<file path="config.mk">
export PLATFORM = sky130hd
export DESIGN_NAME = contador_seq_ctrl
export DESIGN_NICKNAME = d
export VERILOG_FILES = /design/src/rtl/contador_seq_ctrl.sv
export SDC_FILE = /design/constraint.sdc
export NUM_CORES = 1
export LEC_CHECK = 0
export ABC_AREA = 1
export BUFFER_PORTS_ARGS = -buffer_cell sky130_fd_sc_hd__buf_2
export CORE_MARGIN = 2
export CORE_UTILIZATION = 45
export CTS_CLUSTER_DIAMETER = 120
export DETAILED_ROUTE_END_ITERATION = 16
export GPL_TIMING_DRIVEN = 0
export PLACE_DENSITY_LB_ADDON = 0.3
export SETUP_SLACK_MARGIN = 0.02
export SYNTH_ARGS = -nofsm -noshare
export SYNTH_HDL_FRONTEND = slang
export SYNTH_SLANG_ARGS = --single-unit
</file>
<file path="constraint.sdc">
create_clock -name clock -period 1.2 [get_ports clock]
set_input_delay 0.12 -clock clock [delete_from_list [all_inputs] [get_ports clock]]
set_output_delay 0.12 -clock clock [all_outputs]
set_load 0.03 [all_outputs]
</file>
<file path="src/rtl/contador_seq_ctrl.sv">
// Run sequencer for an external synchronous up-counter: clears it, counts each
// pass up to a latched limit, repeats for a latched number of passes, reports done/abort.
module contador_seq_ctrl #(
    parameter int WIDTH = 4,
    parameter int REP_W = 4
) (
    input  logic             clock,
    input  logic             reset,
    input  logic             start,
    input  logic             stop,
    input  logic             pause,
    input  logic [WIDTH-1:0] limit,
    input  logic [REP_W-1:0] reps,
    input  logic [WIDTH-1:0] cnt_val,
    output logic             cnt_clr,
    output logic             cnt_en,
    output logic             busy,
    output logic             done,
    output logic             aborted,
    output logic [REP_W-1:0] pass_cnt
);

    typedef enum logic [2:0] {
        S_IDLE,
        S_CLR,
        S_RUN,
        S_DONE,
        S_ABORT
    } state_t;

    state_t           state_q, state_d;
    logic [WIDTH-1:0] limit_q, limit_d;
    logic [REP_W-1:0] reps_q, reps_d;
    logic [REP_W-1:0] pass_q, pass_d;
    logic             clr_q, busy_q, done_q, abort_q;
    logic             match;

    assign match = (cnt_val == limit_q);

    always_comb begin
        state_d = state_q;
        limit_d = limit_q;
        reps_d  = reps_q;
        pass_d  = pass_q;
        case (state_q)
            S_IDLE: begin
                if (start) begin
                    limit_d = limit;
                    reps_d  = (reps == '0) ? REP_W'(1) : reps;
                    pass_d  = REP_W'(1);
                    state_d = S_CLR;
                end
            end
            S_CLR: begin
                state_d = stop ? S_ABORT : S_RUN;
            end
            S_RUN: begin
                // Pause holds the state and suppresses the terminal-count check.
                if (stop) begin
                    state_d = S_ABORT;
                end else if (!pause && match) begin
                    if (pass_q == reps_q) begin
                        state_d = S_DONE;
                    end else begin
                        pass_d  = pass_q + REP_W'(1);
                        state_d = S_CLR;
                    end
                end
            end
            S_DONE, S_ABORT: begin
                state_d = S_IDLE;
            end
            default: begin
                state_d = S_IDLE;
            end
        endcase
        if (state_d == S_DONE || state_d == S_ABORT) begin
            pass_d = '0;
        end
    end

    always_ff @(posedge clock) begin
        if (reset) begin
            state_q <= S_IDLE;
            limit_q <= '0;
            reps_q  <= '0;
            pass_q  <= '0;
            clr_q   <= 1'b0;
            busy_q  <= 1'b0;
            done_q  <= 1'b0;
            abort_q <= 1'b0;
        end else begin
            state_q <= state_d;
            limit_q <= limit_d;
            reps_q  <= reps_d;
            pass_q  <= pass_d;
            clr_q   <= (state_d == S_CLR);
            busy_q  <= (state_d == S_CLR) || (state_d == S_RUN);
            done_q  <= (state_d == S_DONE);
            abort_q <= (state_d == S_ABORT);
        end
    end

    // Enable stays combinational so the counter stops exactly at the limit.
    assign cnt_en   = (state_q == S_RUN) && !pause && !match;
    assign cnt_clr  = clr_q;
    assign busy     = busy_q;
    assign done     = done_q;
    assign aborted  = abort_q;
    assign pass_cnt = pass_q;

endmodule

</file>
### Word-level counts from Yosys, hierarchy flattened

Cells that the tools add are included.

* add/subtract/negate cells: 1
* equality and inequality tests: 12
* multiplexer cells: 12
* reductions and logical operators: 13

Operator list (number)
* two-way mux 4 bit: 5
* two-way mux 3 bit: 4
* equality test 3 x 2 -> 1 bit, second input constant: 3
* case mux 3 bit (3 select lines): 1
* equality test 4 bit: 2
* != test 2 bit, second input constant: 4
* case mux 4 bit (2 select lines): 1
* equality test 3 x 1 -> 1 bit, second input constant: 2
* AND reduction 5 bit: 1
* adder 4 x 1 -> 4 bit, second input constant: 1
* zero test 4 bit: 1
* equality test 3 bit, second input constant: 1
* logical AND 1 bit: 3
* zero test 3 bit: 1
* zero test 1 bit: 2
* logical OR 1 bit: 2
* two-way mux 2 bit: 1
* AND reduction 2 bit: 1
* nonzero test 2 bit: 1
* OR reduction 2 bit: 1

* register bits after elaboration: 19
* input port bits: 17
* output and inout port bits: 9
* word-level logic and storage cells: 46

### Logic depth before layout (Yosys ltp)

* depth after elaboration: 8
* depth in mapped cells: 12
* depth with buffers taken out: 12

### Least setup slack after synthesis

OpenSTA, ideal clock, no wires.

* kind: register -> output
* from: reg limit_q[0]
* to: out cnt_en
* data arrival time: 1309 ps
* required time: 1080 ps
* slack: -229 ps
* cell stages (with the launch flop): 6
* path buffers: 0
* cells stage by stage: dfxtp_1 > inv_1 > nand2_1 > nand2_2 > nor2_4 > a211oi_1

* cells in the longest elaborated chain, start to end: 3

Ends and longest elaborated chain
* start: declaration: line 32 `logic [WIDTH-1:0] limit_q, limit_d;`
* start signal: assignment: line 94 `limit_q <= limit_d;`
* equality test 4 bit: line 38 `assign match = (cnt_val == limit_q);`
* zero test 1 bit: line 105 `assign cnt_en = (state_q == S_RUN) && !pause && !match;`
* logical AND 1 bit: line 105
* end: declaration: line 16 `output logic cnt_en,`

No other way between the ends.

### Worst setup path in the final report

* from: reg state_q[0]
* to: out cnt_en

* cells in the longest elaborated chain, start to end: 3

Ends and longest elaborated chain
* start: declaration: line 31 `state_t state_q, state_d;`
* start signal: assignment: line 93 `state_q <= state_d;`
* equality test 3 x 2 -> 1 bit: line 105
* logical AND 1 bit (2 in a row): line 105

No other way between the ends.

==> impl_metrics.csv <==
group,metric,value,unit
outcome,status,"finished, violations left",
outcome,violations,"negative setup slack",
global_route,grt_util_all_layers,20.9,%
global_route,overflow,0,
detailed_routing,viasPerCell,4.93,
setup_path,critPathSlowestCell,"dfxtp_1",
place,place_inst,202,
clocking,cts_tree,"yes",
detailed_routing,drt-total-wl,2450,um
yosys,synth_fp_nets,168,
place,place_area,1210,um2
detailed_routing,ant_nets,0,
layout,diodes,0,
sta,rsz0062_at_grt,"yes",
run,timing.max_cap.violations,0,
sta,finClkSkew,0.00210,ns
clocking,htree_levels,1,
floorplan,fp.coreArea,2190,um2
detailed_routing,wl_per_cell,11.5,um
yosys,synth-async-reset-ratio,0,%
sta,setup_ws,-0.244,ns
setup_path,path_max_fanout,6,
global_route,grt_antenna_before_repair,0,
power,vdd_ir_drop_max,0.813,mV
clocking,clk_pin_slew,0.11,ns
yosys,synth-edff-count,0,
sta,setup_violations,9,
setup_path,crit_type,"reg2out",
power,leakage,0.650,nW
sta,period_share,120,%
global_route,grt_max_degree,11,
yosys,synthTopCellsByArea,"dfxtp_1 (37%), nand2_1 (16%), inv_1 (7.7%)",
floorplan,fp.dieW,51.7,um
yosys,ys_seq_area_share,37.1,%
detailed_routing,num_vias,1045,
sta,fin_crit,1.44,ns
place,gp_congestion,0.834,
sta,fmaxAchievable,0.692,GHz
setup_path,crit_arrival,1.32,ns
yosys,synth_area_per_cell,6.83,um2
power,p_per_area,1070,nW/um2
yosys,syn-cell-area,1020,um2
place,post-dp-hpwl,1740,um
detailed_routing,drtPass1Iterations,4,
global_route,grt_pass1_vias,1032,
sta,finalHoldViolations,0,
power,power,1.45,mW
layout,syn2layout_area_growth,32.0,%
clocking,root_buffer,"clkbuf_4",
yosys,netlist_instances,150,
clocking,cts_buffer_depth,2,
floorplan,rows,17,
yosys,yosysTopAreaCell,"dfxtp_1",
floorplan,boundaryPins,26,
setup_path,end_kind,"primary output",
clocking,cts_made_buffers,3,
setup_path,critPathMaxStageDelay,0.33,ns
layout,instances_no_fill,212,
floorplan,die-area,2670,um2
clocking,cts_sinks,19,
global_route,grt_first_pass_wirelength,4130,um
layout,drive_gt1_share,44.6,%
sta,maxSlewHeadroom,80.4,%
yosys,yosys.cell_types.count,24,
setup_path,critPathRequiredTime,1.08,ns
detailed_routing,drtIter0Drc,16,
layout,nets,203,
yosys,netlist.area_leader.share,37.1,%
layout,fin_area,1350,um2
layout,post-route-util,61.7,%
sta,worst_pin_slew,0.293,ns
yosys,ys_seq_elements,19,
setup_path,path_cells,"inv_2 -> nand3_2 -> a211oi_2 -> buf_4",
place,portBuffers,24,
yosys,ys.flop_type,"dfxtp_1",
sta,slew_violations,0,
place,dp_worst_setup_slack,-0.160,ns
min_path,hp-class,"in2reg",
yosys,ys.warnings.count,0,
floorplan,die_y,51.7,um
detailed_routing,drc_errors,0,
clocking,clock_latency,0.31,ns
setup_path,critPathLaunchType,"register",
floorplan,start_util,46.8,%
cell usage in the layout, fill, tap and decap left out, drive strengths merged:
cell type,count
nand2,51
buf,31
inv,24
nor2,19
dfxtp,19
a21oi,10
o21ai,9
nand3,8
clkbuf,4
a211oi,1
nand4,1
nor3,1
xor2,1
nor4,1
o21bai,1
xnor2,1
ha,1
dlygate4sd3,1
Yosys cell counts, types with 2 or more instances:
cell type	instances
nand3_4	2
nor2_1	15
dfxtp_1	19
inv_1	21
nand2_2	7
nor2_4	3
inv_2	3
o21ai_0	8
nand2_1	44
nand3_2	2
a21oi_1	10
nand3_1	4
where the power goes:
group	total, mW	internal, mW	switching, mW
combinational	0.405	0.158	0.248
sequential	0.707	0.675	0.0324
clock	0.335	0.130	0.205
total	1.45	0.963	0.485
area by class of cell:
cell class | count | area [um2]
well taps | 28 | 35.0
fillers | 213 | 838
inverters | 24 | 90.1
multi-input cells | 105 | 594
flip-flops and latches | 19 | 402
repair buffers | 30 | 186
plain buffers | 2 | 18.8
clock buffers | 4 | 26.3
critical path, delay by kind of cell (launching register included):
kind,cells,cell delay [ns]
and+or+nand+nor,1,0.17
DFF,1,0.33
AOI/OAI and AO/OA,1,0.22
buffers and inverters,2,0.29
flip-flops by register name (all words and copies together), names as in the netlist:
name,flops
aborted,1
done,1
state_q,3
busy,1
cnt_clr,1
limit_q,4
pass_cnt,4
reps_q,4
final timing paths:
check / slack [ns] / endpoint / depth (start not counted) / from
worst max-delay path: -0.24 / cnt_en / 4 / state_q[0]$_SDFF_PP0_
worst min-delay path: 0.08 / limit_q[0]$_SDFFE_PP0P_ / 3 / limit[0]
worst max register to register: -0.20 / pass_cnt[0]$_SDFFE_PP0P_ / 12 / limit_q[3]$_SDFFE_PP0P_
worst min register to register: 0.47 / limit_q[1]$_SDFFE_PP0P_ / 2 / limit_q[1]$_SDFFE_PP0P_
per-layer routing:
layer  up-vias  track usage, %  part of all wire [%]
li1        529               -                     -
met1       487            21.5                    39
met2        21            36.5                    53
met3         8            5.17                   3.7
met4         0            14.9                   3.9
met5         -               0                     0
cell families after synthesis:
logic type	synth area share, %
buffers and inverters	10.4
AND/OR/NAND/NOR	38.8
adder cells (fa/ha/maj)	1.22
XOR/XNOR	1.71
flip-flops	37.1
AO/OA/AOI/OAI	10.7
per-stage QoR:
step                TNS (ns)  hold WS [ns]
floorplan                  0         0.284
global placement      -0.493         0.328
detailed placement    -0.867         0.330
CTS                    -1.24        0.0974
global route           -2.29         0.107
finish                 -1.35        0.0836
what timing repair did:
action,4_1_cts,5_1_grt
hold buffers,1,0
pin swaps,10,8
setup buffers,5,0
hold endpoints to repair,1,0
endpoints found under the setup margin,16,18
gates resized for setup,13,14
(Power assumes the default switching activity.)
